## src/rtl/exposure_timer.sv

```systemverilog
// exposure_timer: prescaled exposure countdown with single-shot and
// continuous modes. Abort beats expiry, and expiry beats start. All outputs
// come straight from registers.
module exposure_timer #(
  parameter int CNT_W   = 8,
  parameter int PRESC_W = 4
) (
  input  logic               clk,
  input  logic               reset,
  input  logic [CNT_W-1:0]   exp_time,
  input  logic [PRESC_W-1:0] prescale,
  input  logic               start,
  input  logic               abort,
  input  logic               mode,
  output logic               busy,
  output logic               ovf,
  output logic [CNT_W-1:0]   remaining
);

  typedef enum logic {S_IDLE = 1'b0, S_RUN = 1'b1} state_t;

  state_t             r_state,     w_state_nxt;
  logic [CNT_W-1:0]   r_remaining, w_remaining_nxt;
  logic [PRESC_W-1:0] r_presc_cnt, w_presc_cnt_nxt;
  logic [PRESC_W-1:0] r_presc,     w_presc_nxt;
  logic               r_mode,      w_mode_nxt;
  logic               r_ovf,       w_ovf_nxt;
  logic               w_tick;
  logic               w_last;

  // A tick fires on the cycle the prescaler reaches the latched setting.
  assign w_tick = (r_presc_cnt == r_presc);
  // Expiry happens when the final tick of the exposure arrives.
  assign w_last = (r_remaining == CNT_W'(1));

  // Compute next state and next register values. Every value starts as a
  // hold, except ovf, which is a single-cycle pulse.
  always_comb begin
    w_state_nxt     = r_state;
    w_remaining_nxt = r_remaining;
    w_presc_cnt_nxt = r_presc_cnt;
    w_presc_nxt     = r_presc;
    w_mode_nxt      = r_mode;
    w_ovf_nxt       = 1'b0;
    case (r_state)
      S_IDLE: begin
        if (start && !abort) begin
          if (exp_time != '0) begin
            w_state_nxt     = S_RUN;
            w_remaining_nxt = exp_time;
            w_mode_nxt      = mode;
            w_presc_nxt     = prescale;
            w_presc_cnt_nxt = '0;
          end else begin
            // A zero-length exposure expires at once and never goes busy.
            w_ovf_nxt       = 1'b1;
            w_remaining_nxt = '0;
          end
        end
      end
      S_RUN: begin
        if (abort) begin
          // Abort wins even on an expiry cycle, so ovf stays low here.
          w_state_nxt     = S_IDLE;
          w_remaining_nxt = '0;
          w_presc_cnt_nxt = '0;
        end else if (w_tick) begin
          w_presc_cnt_nxt = '0;
          if (w_last) begin
            w_ovf_nxt = 1'b1;
            if (r_mode && exp_time != '0) begin
              w_remaining_nxt = exp_time;
            end else begin
              w_state_nxt     = S_IDLE;
              w_remaining_nxt = '0;
            end
          end else begin
            w_remaining_nxt = r_remaining - CNT_W'(1);
          end
        end else begin
          w_presc_cnt_nxt = r_presc_cnt + PRESC_W'(1);
        end
      end
      default: w_state_nxt = S_IDLE;
    endcase
  end

  // Register the state with a synchronous active-low reset. Reset overrides
  // every other input.
  always_ff @(posedge clk) begin
    if (!reset) begin
      r_state     <= S_IDLE;
      r_remaining <= '0;
      r_presc_cnt <= '0;
      r_presc     <= '0;
      r_mode      <= 1'b0;
      r_ovf       <= 1'b0;
    end else begin
      r_state     <= w_state_nxt;
      r_remaining <= w_remaining_nxt;
      r_presc_cnt <= w_presc_cnt_nxt;
      r_presc     <= w_presc_nxt;
      r_mode      <= w_mode_nxt;
      r_ovf       <= w_ovf_nxt;
    end
  end

  assign busy      = (r_state == S_RUN);
  assign ovf       = r_ovf;
  assign remaining = r_remaining;

endmodule

```

## config.mk

```make
export PLATFORM = sky130hd
export DESIGN_NAME = exposure_timer
export DESIGN_NICKNAME = d
export VERILOG_FILES = /design/src/rtl/exposure_timer.sv
export SDC_FILE = /design/constraint.sdc
export NUM_CORES = 1
export LEC_CHECK = 0
export CAP_MARGIN = 40
export CORE_UTILIZATION = 35
export CTS_BUF_LIST = sky130_fd_sc_hd__clkbuf_4
export CTS_CLUSTER_DIAMETER = 200
export DETAILED_ROUTE_END_ITERATION = 7
export DONT_BUFFER_PORTS = 1
export PLACE_DENSITY = 0.46
export SLEW_MARGIN = 20
export SYNTH_ARGS = -nofsm -noshare
export SYNTH_HDL_FRONTEND = slang
export SYNTH_SLANG_ARGS = --single-unit
```

## constraint.sdc

```tcl
create_clock -name clk -period 2.6 [get_ports clk]
set_input_delay 0.65 -clock clk [delete_from_list [all_inputs] [get_ports clk]]
set_output_delay 0.65 -clock clk [all_outputs]
set_load 0.02 [all_outputs]
```

==> impl_summary.txt <==
----------------------------------------------------
[Status]
  Result of the run ... finished clean

[Clocking]
  Clock network latency to the later pin of the worst-skew pair ... 0.32 ns
  Sink Count ... 19
  Root buffer cell ... clkbuf_4
  Clk pin slew, worst setup/hold paths ... 0.13 ns
  Clock tree from TritonCTS ... yes
  Cts-stage hold buffer count ... 0
  TritonCTS buffer count ... 3
  H-tree depth ... 1
  CTS-repair resized insts ... 0
  Maximum number of buffers from clock root to sink ... 2
  Total setup buffers inserted after CTS ... 0

[Floorplan]
  Horiz. Die Dim ... 60.3 um
  Core region area ... 3130 um2
  Num ports ... 27
  Floorplan die area ... 3640 um2
  Starting utilization of the core area ... 38.0%
  Placement row count ... 20
  Height of the die ... 60.3 um

[Global routing]
  Met3 routing resource usage after global routing ... 4.55%
  Via count of the first global-routing pass ... 980
  Global-route total usage across every layer ... 18.2%
  M1 GR Usage ... 27.2%
  Global-route congestion overflow total ... 0
  Antenna violations before repair ... 0
  Global-route track usage on met2 ... 24.6%
  Pin count of the biggest net entering global routing ... 14
  Most crowded layer after global routing ... met1
  Wire length of the first global-routing pass ... 4.82 mm

[STA]
  Share of the clock period used by the worst path ... 75.7%
  Top achievable clock speed ... 508 MHz
  Worst setup skew after layout ... 0.00823 ns
  Final Max Slew Viols ... 0
  Setup tns final ... 0 ns
  Finish-stage setup viols ... 0
  Post-route minimum period ... 1.97 ns
  Hold Slack ... 0.393 ns
  Setup repair after global routing missed its margin ... false
  Final hold violation count ... 0
  Final worst-path setup slack ... 0.631 ns
  Worst slew pin tran ... 0.557 ns
  Worst slew margin ... 62.9%

[Power and ir drop]
  Design Power ... 651 uW
  VDD IR max ... 0.167 mV
  Leak pwr ... 0.400 nW
  Power density relative to cell area ... 521 nW/um2

[Placement]
  Worst slack at placement ... 0.637 ns
  Detailed placement HPWL ... 2.18 mm
  Post-placement cell area ... 1220 um2
  Routability-driven placement congestion ratio ... 0.747
  Number of buffer cells added on primary ports ... 0
  Placed cell count ... 179

[Drt]
  Remaining design rule violation count ... 0
  Number of nets still failing antenna checks after routing ... 0
  Detailed-route vias per instance ... 5.49
  Detailed Routing Iterations Pass 1 ... 4
  DRT iter0 DRCs ... 56
  Wirelength per Cell ... 15.6 um
  Via count ... 1004
  Total detailed-routing wirelength ... 2.86 mm

[Layout]
  Number of diodes added for antenna fixing ... 0
  Final-layout fill cell count ... 322
  # nets final ... 160
  Final standard cell area without fillers ... 1250 um2
  Leading cell type in the layout, fill and taps excluded ... dfxtp_1
  Final cell count without fillers ... 183
  Top library cells by usage in the layout, fill and taps aside ... dfxtp_1, nor2_1, nand2_1
  Fraction of layout instances using a drive strength above 1 ... 12.2%
  End-of-flow core utilization ... 40.0%
  Area overhead of the layout relative to synthesis ... 5.05%

[Logic synthesis]
  Post-synthesis cell type with the largest combined area ... dfxtp_1
  Post-Syn Area per Cell ... 8.56 um2
  Post-synth EDFFs ... 0
  Post-Synthesis Cell Area ... 1190 um2
  Cells taking the most area after synthesis ... dfxtp_1, nor2_1, mux2i_1
  Gate count of the mapped netlist ... 139
  Distinct cell type count of the synthesized netlist ... 45
  Yosys warning count ... 0
  Sequential share of the synthesized area ... 32.0%
  Dominant register cell in the synthesized netlist ... dfxtp_1
  Area share of the largest cell type after synthesis ... 32.0%
  Synthesized netlist net count ... 159
  Number of synthesized register bits ... 19
  Fraction of registers with async set or reset after synthesis ... 0%

[Run]
  Number of max-cap violations ... 0

[Worst setup path]
  Reg2Reg Depth ... 6
  Cells traversed along the worst timing path ... ha_1 -> nor4b_4 -> nand2_2 -> o31ai_4 -> nand2_1 -> a31oi_1
  Worst-path cell with the longest stage delay ... dfxtp_1
  Required time of the critical path ... 2.85 ns
  Category of the most critical setup path ... reg -> reg
  Worst reg2reg startpoint ... remaining[0]$_SDFFE_PN0P_
  Arrival time reported for the critical path endpoint ... 2.22 ns
  Critical path endpoint category ... flip-flop
  Setup slack on the worst flop-to-flop path ... 0.63 ns
  Top fanout value on the critical path ... 6
  RR Endpoint ... remaining[2]$_SDFFE_PN0P_
  Delay contributed by the slowest stage of the critical path ... 0.55 ns
  CP bufs+invs ... 0
  Critical Path Source Type ... flip-flop
  Family with the most delay on the worst path ... simple AND/OR/NAND/NOR gates

[Min path]
  HP Start ... abort
  Hold Crit Depth ... 1
  Endpoint with the worst hold slack ... ovf$_SDFF_PN0_
  Tightest Hold Check Type ... in -> reg

----------------------------------------------------
## registers in the layout (all words and copies together) (netlist names)
| register | count |
|---|---|
| busy | 1 |
| ovf | 1 |
| r_mode | 1 |
| r_presc | 4 |
| r_presc_cnt | 4 |
| remaining | 8 |
## cells by family (layout without fill, tap and decap cells)
logic type / Yosys count / count (layout) / share of synthesized area [%]
AO/OA/AOI/OAI: 45 / 45 / 28.0
XOR/XNOR: 6 / 6 / 4.42
multiplexers: 6 / 6 / 5.05
AND/OR/NAND/NOR: 49 / 49 / 22.8
adder cells (fa/ha/maj): 3 / 3 / 3.15
flip-flops: 19 / 19 / 32.0
buffers and inverters: 11 / 11 / 4.63
## report_power, final
group          switching (mW)  total, mW  internal (mW)
Sequential             0.0432      0.351          0.308
Combinational          0.0769      0.132         0.0548
Clock                   0.110      0.168         0.0588
Total                   0.230      0.651          0.422
## area by class of cell
type,instances,area (um2),share of cell area (%)
clock inverter,1,7.51,0.601
multi-input combinational,109,754,60.4
clock buffer,3,22.5,1.80
timing repair buffer,1,7.51,0.601
tap,44,55.1,4.40
sequential,19,380,30.4
inverter,6,22.5,1.80
## metal layers
layer	vias up	wire length (um)
met5	-	0
met4	0	38
met3	5	174
met2	24	1140
met1	470	1510
li1	505	-
## worst max-delay path by stage
stage / startpoint / to / slack, ns / depth (start not counted)
after detailed placement: abort / remaining[2]$_SDFFE_PN0P_ / 0.64 / 5
after global routing: remaining[0]$_SDFFE_PN0P_ / remaining[3]$_SDFFE_PN0P_ / 0.45 / 6
after global placement: abort / remaining[0]$_SDFFE_PN0P_ / 0.60 / 5
after CTS: remaining[0]$_SDFFE_PN0P_ / remaining[1]$_SDFFE_PN0P_ / 0.63 / 6
final: remaining[0]$_SDFFE_PN0P_ / remaining[2]$_SDFFE_PN0P_ / 0.63 / 6
after floorplan: exp_time[2] / r_presc_cnt[3]$_SDFFE_PN0P_ / 0.78 / 4
## worst reg2reg max path, delay by kind of cell, from the launching register on
family	cells	cell delay (ns)
simple gates	3	0.60
compound gates	2	0.51
fa+ha+maj	1	0.25
flops	1	0.55
## synthesized netlist by cell type, types with 2 or more instances
cell and instances:
dfxtp_1 19, nor3_4 2, nor3_1 2, inv_1 5
o21ai_0 11, a21oi_1 7, o21a_1 2, o21ai_2 2
mux2i_1 6, nor2_1 18, xor2_1 2, ha_1 3
a311oi_1 2, nand2_1 13, nand3_1 3, xnor2_1 4
a31oi_1 6, nand2b_1 5
Note: power is estimated with default switching activity, not from simulation.
